<file path="src/rtl/display_seq_ctrl.sv">
// Sequencing controller for the seg7 digit: prescaler time-base, programmable
// period compare, 0..DIGIT_MAX digit register and run/stop/step/clear FSM.
module display_seq_ctrl #(
  parameter logic [23:0] MAX_COUNT = 24'd10_000_000,
  parameter logic [3:0]  DIGIT_MAX = 4'd9
) (
  input  logic        clk,
  input  logic        reset,
  input  logic        cmd_start,
  input  logic        cmd_stop,
  input  logic        cmd_step,
  input  logic        cmd_clear,
  input  logic        cmd_up,
  input  logic [7:0]  period_in,
  input  logic        period_load,
  output logic [3:0]  digit,
  output logic        tick,
  output logic        digit_wrap,
  output logic [1:0]  state,
  output logic [23:0] prescale
);

  localparam logic [1:0] ST_IDLE  = 2'd0;
  localparam logic [1:0] ST_RUN   = 2'd1;
  localparam logic [1:0] ST_PAUSE = 2'd2;
  localparam logic [1:0] ST_STEP  = 2'd3;

  // Command bit order in the sample/prev registers: {clear, stop, start, step}
  logic [3:0]  s_cmd;
  logic [3:0]  p_cmd;
  logic        e_clear;
  logic        e_stop;
  logic        e_start;
  logic        e_step;
  logic [23:0] compare;
  logic [23:0] compare_nxt;
  logic [3:0]  adv_digit;
  logic        adv_wrap;
  logic        terminal;

  assign e_clear  = s_cmd[3] & ~p_cmd[3];
  assign e_stop   = s_cmd[2] & ~p_cmd[2];
  assign e_start  = s_cmd[1] & ~p_cmd[1];
  assign e_step   = s_cmd[0] & ~p_cmd[0];
  assign terminal = (prescale >= compare);

  always_comb begin
    compare_nxt = (period_in == 8'd0) ? MAX_COUNT : {6'b0, period_in, 10'b0};
  end

  // Next digit for one advance; direction is taken straight from cmd_up
  always_comb begin
    adv_digit = digit;
    adv_wrap  = 1'b0;
    if (cmd_up) begin
      if (digit >= DIGIT_MAX) begin
        adv_digit = '0;
        adv_wrap  = 1'b1;
      end else begin
        adv_digit = digit + 4'd1;
      end
    end else if (digit == 4'd0) begin
      adv_digit = DIGIT_MAX;
      adv_wrap  = 1'b1;
    end else begin
      adv_digit = digit - 4'd1;
    end
  end

  always_ff @(posedge clk) begin
    if (reset) begin
      state      <= ST_IDLE;
      digit      <= '0;
      prescale   <= '0;
      tick       <= 1'b0;
      digit_wrap <= 1'b0;
      compare    <= MAX_COUNT;
      s_cmd      <= '0;
      p_cmd      <= '1;
    end else begin
      s_cmd      <= {cmd_clear, cmd_stop, cmd_start, cmd_step};
      p_cmd      <= s_cmd;
      tick       <= 1'b0;
      digit_wrap <= 1'b0;
      if (period_load) begin
        compare <= compare_nxt;
      end
      if (e_clear) begin
        state    <= ST_IDLE;
        digit    <= '0;
        prescale <= '0;
      end else begin
        case (state)
          ST_IDLE: begin
            prescale <= '0;
            // A stop event outranks start/step even where it has no effect
            if (!e_stop) begin
              if (e_start) begin
                state <= ST_RUN;
              end else if (e_step) begin
                state <= ST_STEP;
              end
            end
          end
          ST_RUN: begin
            if (e_stop) begin
              state <= ST_PAUSE;
            end else if (terminal) begin
              prescale   <= '0;
              tick       <= 1'b1;
              digit      <= adv_digit;
              digit_wrap <= adv_wrap;
            end else begin
              prescale <= prescale + 24'd1;
            end
          end
          ST_PAUSE: begin
            if (!e_stop) begin
              if (e_start) begin
                state <= ST_RUN;
              end else if (e_step) begin
                state <= ST_STEP;
              end
            end
          end
          ST_STEP: begin
            digit      <= adv_digit;
            digit_wrap <= adv_wrap;
            state      <= ST_PAUSE;
          end
          default: state <= ST_IDLE;
        endcase
      end
    end
  end

endmodule
</file>
<file path="config.mk">
export PLATFORM = sky130hd
export DESIGN_NAME = display_seq_ctrl
export DESIGN_NICKNAME = d
export VERILOG_FILES = /design/src/rtl/display_seq_ctrl.sv
export SDC_FILE = /design/constraint.sdc
export NUM_CORES = 1
export LEC_CHECK = 0
export BUFFER_PORTS_ARGS = -buffer_cell sky130_fd_sc_hd__buf_2
export CAP_MARGIN = 20
export CORE_ASPECT_RATIO = 1.5
export CORE_MARGIN = 10
export CORE_UTILIZATION = 30
export DETAILED_ROUTE_END_ITERATION = 8
export MAX_ROUTING_LAYER = met4
export PLACE_DENSITY_LB_ADDON = 0.1
export SETUP_SLACK_MARGIN = 0.05
export SYNTH_ARGS = -nofsm -noshare
export SYNTH_HDL_FRONTEND = slang
export SYNTH_SLANG_ARGS = --single-unit
</file>
<file path="constraint.sdc">
create_clock -name clk -period 6.7 [get_ports clk]
set_clock_uncertainty 0.1 [all_clocks]
set_input_delay 0.335 -clock clk [delete_from_list [all_inputs] [get_ports clk]]
set_output_delay 0.335 -clock clk [all_outputs]
set_load 0.05 [all_outputs]
</file>
After elaboration in Yosys (flattened, before gate mapping)
Index checks and enable logic that the tools add are counted.

Bitwise gates (word level): 9. Add/subtract/negate cells: 3. Multiplexer cells: 22. Equal/unequal tests: 8. Divide/modulo/power cells: 0. Shift operators: 0. Reductions and logical operators: 11. Multipliers: 0. Order comparisons: 2.

Operators with widths (number): 24-bit 2-to-1 mux (3); 24-bit one-hot mux with 2 select lines (1); 24-bit by 1-bit adder with 24-bit output, second input constant (1); 24-bit greater-or-equal comparator (1); 4-bit 2-to-1 mux (5); 8-bit logical NOT (1); 2-bit 2-to-1 mux (4); 2-bit != test, second input constant (4); 4-bit one-hot mux with 2 select lines (1); 1-bit 2-to-1 mux (6); 2-bit one-hot mux with 3 select lines (1); 3-bit AND reduction (2); 1-bit inverter (5); 4-bit by 1-bit adder with 4-bit output, second input constant (1); 1-bit AND (4); 2-bit == test, second input constant (2); 4-bit greater-or-equal comparator, second input constant (1); 4-bit logical NOT (1); 2-bit nonzero test (2); 2-bit OR reduction (2); 4-bit OR reduction (1); 4-bit by 1-bit subtractor with 4-bit output, second input constant (1); 3-bit by 1-bit != test with 1-bit output, second input constant (1); 2-bit by 1-bit == test with 1-bit output, second input constant (1); 3 further kinds (3).

Logic and storage cells: 63. Flip-flop bits (word level): 64. Bits in latches: 0. Output and inout port bits: 32. ROM bits: 0. RAM bits: 0. Input port bits: 16. Memories: 0.

Depth between registers and ports, before layout
Gate-level depths: netlist of run 1.

Depth after elaboration: 6. Depth in mapped cells: 9. Mapped depth without buffers: 8.

Worst setup path before layout of run 1
Ideal clock, no wire load.

Path kind: flip-flop to flip-flop. Start: register prescale[17]. End: register prescale[9]. Data arrival time: 2.654 ns. Path slack: 3.883 ns. Cell stages (with the launch flop): 9. Path buffers: 1. Required time: 6.537 ns. Cells stage by stage: dfxtp_1 -> ha_1 -> a2111oi_0 -> nor3_1 -> a2111oi_4 -> nand3_1 -> buf_2 -> or3_1 -> nand3_1.

Cells in the longest elaborated chain, start to end: 4.

RTL lines: start, declared (line 20) `output logic [23:0] prescale`; start signal, assigned (line 114) `prescale <= prescale + 24'd1;`; 24-bit greater-or-equal comparator (line 45) `assign terminal = (prescale >= compare);`; 24-bit 2-to-1 mux (line 108) `end else if (terminal) begin`; 24-bit 2-to-1 mux (line 106) `if (e_stop) begin`; 24-bit one-hot mux with 2 select lines (line 93) `case (state)`.

Every way passes these cells. The select of a mux whose other input is x is not followed. A chain may end at the register's enable or synchronous reset.

Final worst setup path of run 1
Start: register compare[17]. End: register prescale[23].

Cells in the longest elaborated chain, start to end: 4.

RTL lines: start, declared (line 35) `logic [23:0] compare;`; start signal, assigned (line 86) `compare <= compare_nxt;`; 24-bit greater-or-equal comparator (line 45); 24-bit 2-to-1 mux (line 108); 24-bit 2-to-1 mux (line 106); 24-bit one-hot mux with 2 select lines (line 93).

Every way passes these cells. The select of a mux whose other input is x is not followed.

==> flow_summary.json, run 1 <==
{
  "r2r_start": "compare[17]",
  "synth_area_leaders": "dfxtp_1, ha_1, nand3_1",
  "ys_types": 54,
  "dr.pass1.iters": 4,
  "endpoint": "prescale[23]",
  "placement.cell_area_sq_um": 3130,
  "io_buffers": 47,
  "die_y_um": 138,
  "ir_worst_vdd_uv": 94.2,
  "synth_mux_area_share_pct": 2.50,
  "hold_viol_final": 0,
  "clock_sinks": 49,
  "path_max_fanout": 14,
  "clockBufferDepth": 2,
  "p_comb_share_pct": 9.3,
  "synth-xor-area-share_pct": 0.625,
  "synth_simple_gate_area_share_pct": 27.4,
  "grt_overflow": 0,
  "ios": 48,
  "path_depth": 8,
  "syn-cell-area_sq_um": 2800,
  "start_kind": "register",
  "slew_headroom_pct": 47.2,
  "rsz0062_at_grt": "false",
  "reg2reg_slack_ns": 3.76,
  "slowest_stage": "nand3_1",
  "intPower_mw": 0.459,
  "synth_edf_count": 0,
  "cp_cell_sequence": "inv_1 > ha_1 > a2111oi_0 > nor3_1 > a2111oi_4 > nand3_1 > or3_1 > o21ai_0",
  "hold-worst-slack_ns": 0.146,
  "async_flop_share_pct": 0,
  "hpwlAfterDp_um": 6180,
  "end_kind": "register",
  "drv_slew": 0,
  "cts_hold_buf": 0,
  "power.switching_mw": 0.162,
  "fin_tns_setup_ns": 0,
  "synth_top_family_by_area": "simple AND/OR/NAND/NOR gates",
  "ff2ff_path_depth": 8,
  "track_usage_pct": 12.0,
  "fmax_mhz": 340,
  "path_buf_inv": 1,
  "switching_share_pct": 26.1,
  "fin_crit_ns": 2.94,
  "post-cts-setup-buffers": 0,
  "tritoncts": "done",
  "cts_buffers": 5,
  "antenna_found_initial": 0,
  "drv_cap": 0,
  "drc": 0,
  "finalCritPeriodShare_pct": 43.9,
  "rows": 43,
  "clk_pin_slew_worst_paths_ns": 0.07,
  "drtIter0Drc": 91,
  "finalWorstSetupSlack_ns": 3.76,
  "wl_per_cell_um": 16.2,
  "die_area_sq_um": 13700,
  "multiInputGateArea_sq_um": 1670,
  "final_cell_area_sq_um": 3280,
  "nFillCells": 989,
  "avgSynthCellArea_sq_um": 8.39,
  "via_count": 2603,
  "die_w_um": 98.9,
  "yosysTopAreaCell": "dfxtp_1",
  "nets": 413,
  "pre_cts_slack_ns": 3.79,
  "grt_pass1_wl_um": 13300,
  "dp_cells": 484,
  "power_frac_seq_pct": 48.9,
  "layout-drive-gt1-share_pct": 18.7,
  "synth_fa_ha_area_share_pct": 8.04,
  "start_util_pct": 30.5,
  "instances_no_fill": 492,
  "vias_per_cell": 5.29,
  "gp_congestion": 0.837,
  "cts_root_buf": "clkbuf_16",
  "synthToLayoutAreaGrowth_pct": 17.2,
  "synth_top_area_share_pct": 35.0,
  "max_stage_delay_ns": 0.52,
  "ys.flop_type": "dfxtp_1",
  "critPathArrivalTime_ns": 3.07,
  "ys_seq_area_share_pct": 35.0,
  "worstMarginPinSlew_ns": 0.787,
  "cts_resized": 0,
  "ys_warn_count": 0,
  "status": "completed",
  "synth-compound-area-share_pct": 21.0,
  "wirelength_um": 7950,
  "p_total_mw": 0.621,
  "seqCellArea_sq_um": 981,
  "power_leakage_nw": 1.29,
  "syn_nets": 368,
  "setup_viol": 0,
  "p_per_area_nw_per_um2": 189,
  "clockPowerShare_pct": 41.8,
  "diodes": 0,
  "htreeDepth": 2,
  "crit_family": "simple AND/OR/NAND/NOR gates",
  "crit_required_ns": 6.82,
  "grt_max_degree": 17,
  "core_sq_um": 9200,
  "min_path_type": "in2reg",
  "ant_nets": 0,
  "cp-startpoint": "compare[17]",
  "syn-instance-count": 334,
  "grt_pass1_vias": 2623,
  "r2r_end": "prescale[23]",
  "fin_util_pct": 35.7,
  "synth-seq-cells": 49,
  "clk_latency_ns": 0.29,
  "crit_type": "reg2reg"
}
-- sequential cells by signal, indices dropped and copies added (netlist names) --
register and count:
p_cmd 4, digit_wrap 1, state 2, compare 9, s_cmd 4, tick 1
prescale 24, digit 4
-- kinds of logic (layout without fill, tap and decap cells) --
kind of cell | Yosys count | count (layout)
and+or+nand+nor | 140 | 140
muxes | 7 | 7
DFF | 49 | 49
xor gates and xnor gates | 2 | 2
adders and majority gates | 18 | 18
buffers and inverters | 37 | 83
AOI/OAI and AO/OA | 81 | 81
-- worst reg2reg max path, stage by stage, from the launching register on --
cell,delay (ns)
dfxtp_1,0.35
inv_1,0.05
ha_1,0.28
a2111oi_0,0.41
nor3_1,0.17
a2111oi_4,0.40
nand3_1,0.52
or3_1,0.53
o21ai_0,0.08
-- how the worst min path moves through the flow --
stage / end / depth (start not counted) / start / slack, ns
floorplan: s_cmd[0] / 1 / reset / 0.31
global placement: p_cmd[2] / 1 / s_cmd[2] / 0.33
detailed placement: p_cmd[2] / 1 / s_cmd[2] / 0.33
CTS: s_cmd[3] / 2 / cmd_clear / 0.14
global route: compare[15] / 3 / period_in[5] / 0.17
finish: s_cmd[2] / 2 / cmd_stop / 0.15
-- metal layers --
metal | vias to the layer above | track usage (%) | part of all wire (%)
met5 | - | - | 0
met4 | 0 | 3.79 | 1.8
met3 | 10 | 2.84 | 4.0
met2 | 44 | 21.1 | 52
met1 | 1231 | 12.8 | 42
li1 | 1318 | - | -
-- layout make-up --
| type | count | share of cell area [%] |
|---|---|---|
| multi-input cells | 248 | 50.9 |
| clock buffers | 5 | 3.81 |
| inverters | 27 | 3.09 |
| clock inverters | 3 | 0.686 |
| well taps | 112 | 4.27 |
| flip-flops and latches | 49 | 29.9 |
| repair buffers | 48 | 7.40 |
-- power by group through the flow --
stage	Sequential [mW]	Clock (mW)	Combinational, mW
2_1_floorplan	0.314	0	0.0368
3_3_place_gp	0.310	0	0.0585
3_5_place_dp	0.310	0	0.0589
4_1_cts	0.303	0.270	0.0589
5_1_grt	0.304	0.278	0.0646
6_report	0.303	0.260	0.0577
-- Yosys cell counts (2+ instances only) --
master and number:
inv_1 27, a31oi_1 2, nand2_1 31, nand3_1 26, nand2b_1 4, nand4b_1 2
o211ai_1 3, nor4_1 4, nor2_1 17, or3_1 9, dfxtp_1 49, o311ai_0 5
a22o_1 2, and3_1 9, ha_1 18, clkbuf_1 6, nor3_1 9, and2_1 4
nor2b_1 6, a211oi_1 4, nand4_1 6, a21oi_1 25, o21ai_0 15, or2_2 6
mux2i_1 7, o31ai_1 3, a41oi_1 3, a21o_1 4, o221ai_1 3
-- placed cells by master (no fill, tap or decap), types with 2 or more instances in the layout --
| cell type | netlist | layout |
|---|---|---|
| clkbuf_16 | 0 | 5 |
| and3_1 | 9 | 9 |
| ha_1 | 18 | 18 |
| nor3_1 | 9 | 9 |
| dfxtp_1 | 49 | 49 |
| a211oi_1 | 4 | 4 |
| buf_2 | 1 | 47 |
| a31oi_1 | 2 | 2 |
| a22o_1 | 2 | 2 |
| or2_2 | 6 | 6 |
| nor2b_1 | 6 | 6 |
| o311ai_0 | 5 | 5 |
| o221ai_1 | 3 | 3 |
| a21oi_1 | 25 | 25 |
| mux2i_1 | 7 | 7 |
| clkinv_4 | 0 | 2 |
| nand2_1 | 31 | 31 |
| o31ai_1 | 3 | 3 |
| o211ai_1 | 3 | 3 |
| and2_1 | 4 | 4 |
| inv_1 | 27 | 27 |
| or3_1 | 9 | 9 |
| nand2b_1 | 4 | 4 |
| a21o_1 | 4 | 4 |
| a41oi_1 | 3 | 3 |
| nand4b_1 | 2 | 2 |
| nor4_1 | 4 | 4 |
| nor2_1 | 17 | 17 |
| o21ai_0 | 15 | 15 |
| nand3_1 | 26 | 26 |
| nand4_1 | 6 | 6 |
No activity file was read; power rests on OpenSTA's default activity.
==> run 2, diff against run 1 <==
--- a/config.mk
+++ b/config.mk
@@ -5,6 +5,7 @@
 export SDC_FILE = /design/constraint.sdc
 export NUM_CORES = 1
 export LEC_CHECK = 0
+export ABC_AREA = 1
 export BUFFER_PORTS_ARGS = -buffer_cell sky130_fd_sc_hd__buf_2
 export CAP_MARGIN = 20
 export CORE_ASPECT_RATIO = 1.5
==> constraint.sdc (replaced) <==
create_clock -name clk -period 2.65 [get_ports clk]
set_clock_uncertainty 0.1 [all_clocks]
set_input_delay 0.1325 -clock clk [delete_from_list [all_inputs] [get_ports clk]]
set_output_delay 0.1325 -clock clk [all_outputs]
set_load 0.05 [all_outputs]
==> run 2 against run 1 <==
Sequential share of layout area shrank 2.5 points. Cell area up 9.2%. Die area increased by 4.5%. The flow now finishes with violations (negative hold slack). Register-to-register slack worse by 3.2 ns. Critical endpoint is now digit[1]. Via count grew 9.0%. Combinational power grew to 3.0 times the previous value.
==> flow_summary.json, run 2 <==
{
  "largestRegisters": "prescale x24, compare x9",
  "diodes": 0,
  "vias_per_cell": 4.74,
  "switching_share_pct": 24.7,
  "synth-seq-cells": 49,
  "drv_slew": 0,
  "critPathArrivalTime_ns": 2.22,
  "crit_required_ns": 2.74,
  "gr-usage-met2_pct": 21.8,
  "grt_overflow": 0,
  "track_usage_pct": 12.7,
  "drc": 0,
  "ant_nets": 0,
  "antenna_found_initial": 0,
  "synth_edf_count": 0,
  "ys.flop_type": "dfxtp_1",
  "nets": 518,
  "status": "complete, but fails checks",
  "violations": "negative hold slack",
  "synthToLayoutAreaGrowth_pct": 21.3,
  "crit_family": "simple AND/OR/NAND/NOR gates",
  "cts_resized": 0,
  "ys_seq_area_share_pct": 33.2,
  "power_leakage_nw": 1.63,
  "yosysTopAreaCell": "dfxtp_1",
  "clockPowerShare_pct": 43.6,
  "largest_reg_flops": 24,
  "path_buf_inv": 1,
  "path_max_fanout": 9,
  "hold-worst-slack_ns": -0.00415,
  "end_kind": "register",
  "most-common-layout-cells": "nand2_1, inv_1, dfxtp_1",
  "clock_sinks": 49,
  "synth_top_area_share_pct": 33.2,
  "layout_commonest_cell": "nand2_1",
  "fmax_mhz": 469,
  "p_comb_share_pct": 10.3,
  "die_area_sq_um": 14300,
  "slew_headroom_pct": 69.8,
  "synth_area_leaders": "dfxtp_1, nand2_1, ha_1",
  "fin_crit_ns": 2.13,
  "grt_pass1_wl_um": 14100,
  "slowest_stage": "ha_1",
  "rows": 44,
  "synth_most_common_cell": "nand2_1",
  "syn_nets": 457,
  "grt_pass1_vias": 2782,
  "wl_per_cell_um": 14.4,
  "post-cts-setup-buffers": 0,
  "max_stage_delay_ns": 0.34,
  "intPower_mw": 1.25,
  "syn-cell-area_sq_um": 2960,
  "synth_common_cells": "nand2_1, inv_1, dfxtp_1",
  "dr.pass1.iters": 4,
  "crit_type": "reg2reg",
  "busiest_layer": "met2",
  "met1_usage_pct": 14.6,
  "cts_root_buf": "clkbuf_16",
  "ys_warn_count": 0,
  "start_util_pct": 30.7,
  "io_buffers": 47,
  "finalCritPeriodShare_pct": 80.4,
  "core_sq_um": 9630,
  "nFillCells": 1031,
  "regMostFlops": "prescale",
  "min_path_type": "in2reg",
  "fin_tns_setup_ns": 0,
  "ir_worst_vdd_uv": 244,
  "drv_cap": 0,
  "cts_hold_buf": 7,
  "avgSynthCellArea_sq_um": 6.99,
  "die_y_um": 142,
  "rsz0062_at_grt": "false",
  "clk_latency_ns": 0.30,
  "p_per_area_nw_per_um2": 464,
  "async_flop_share_pct": 0,
  "via_count": 2837,
  "gp_congestion": 0.842,
  "hpwlAfterDp_um": 6700,
  "layout-drive-gt1-share_pct": 19.6,
  "wirelength_um": 8620,
  "clockBufferDepth": 2,
  "ys_types": 36,
  "power.switching_mw": 0.411,
  "gr-usage-met3_pct": 1.80,
  "ios": 48,
  "setup_viol": 0,
  "power_frac_seq_pct": 46.1,
  "start_kind": "register",
  "tritoncts": "done",
  "hold_viol_final": 4,
  "syn-instance-count": 423,
  "worstMarginPinSlew_ns": 0.452,
  "cts_buffers": 5,
  "cp_cell_sequence": "inv_1 > ha_1 > nand2_2 > nor2_4 > nand2_1 > nor2_1 > nand2_1 > nand3_4 > nand2_4 > a21oi_1 > nor2_1",
  "clk_pin_slew_worst_paths_ns": 0.06,
  "grt_max_degree": 24,
  "htreeDepth": 2,
  "die_w_um": 101,
  "drtIter0Drc": 110
}
==> run 2: cell count changes after synthesis, moves of 6 or more <==
| cell | delta |
|---|---|
| mux2i_1 | -7 |
| nand2_1 | +69 |
| or3_1 | -9 |
| or2_2 | -6 |
| nor2_1 | +23 |
| inv_1 | +23 |
| a21oi_1 | +11 |
| nand2_2 | +10 |
| nor2b_1 | -6 |
| and3_1 | -9 |
| nor2_4 | +7 |
==> run 2: final cells by class <==
class / instances / area (sq um) / share of cell area [%]
multi-input cells: 311 / 1730 / 48.4
clock inverters: 2 / 35.0 / 0.978
inverters: 57 / 214 / 5.97
flip-flops and latches: 49 / 981 / 27.4
clock buffers: 5 / 125 / 3.49
repair buffers: 60 / 350 / 9.78
well taps: 115 / 144 / 4.02
==> run 2: cell families (layout without fill, tap and decap cells) <==
kind of cell | Yosys count | in the layout | synth area share (%)
AO/OA/AOI/OAI | 73 | 73 | 14.3
XOR/XNOR | 10 | 10 | 2.96
adder cells (fa/ha/maj) | 18 | 18 | 7.62
buffers and inverters | 63 | 124 | 8.13
flip-flops | 49 | 49 | 33.2
AND/OR/NAND/NOR | 210 | 210 | 33.8
==> run 2: routing by layer <==
metal | wire length (um) | share of wire (%) | up-vias
met5 | 0 | 0 | -
li1 | - | - | 1493
met4 | 129 | 1.5 | 0
met2 | 4380 | 51 | 54
met1 | 3790 | 44 | 1283
met3 | 323 | 3.7 | 7
==> run 2: final timing paths <==
| path | slack (ns) | endpoint | from | cells past startpoint |
|---|---|---|---|---|
| worst max-delay path | 0.52 | digit[1] | compare[20] | 11 |
| worst min-delay path | -0.004 | s_cmd[0] | reset | 2 |
| worst max register to register | 0.52 | digit[1] | compare[20] | 11 |
| worst min register to register | 0.32 | p_cmd[0] | s_cmd[0] | 2 |
==> run 2: metrics by stage <==
stage	cell area (sq um)	setup slack [ns]	power, mW	instances	utilization (%)
after global placement	3350	0.571	0.949	585	34.8
after detailed placement	3350	0.555	0.951	585	34.8
after CTS	3580	0.536	1.69	599	37.2
after floorplan	2960	0.551	0.897	423	-
final	3580	0.520	1.66	599	37.2
after global routing	3580	0.390	1.73	599	37.2
==> run 2: power groups by stage <==
stage	combinational [mW]	sequential (mW)	clock [mW]
after floorplan	0.0995	0.797	0
after global placement	0.166	0.784	0
after detailed placement	0.167	0.784	0
after CTS	0.175	0.767	0.746
after global routing	0.194	0.769	0.764
final	0.171	0.767	0.726
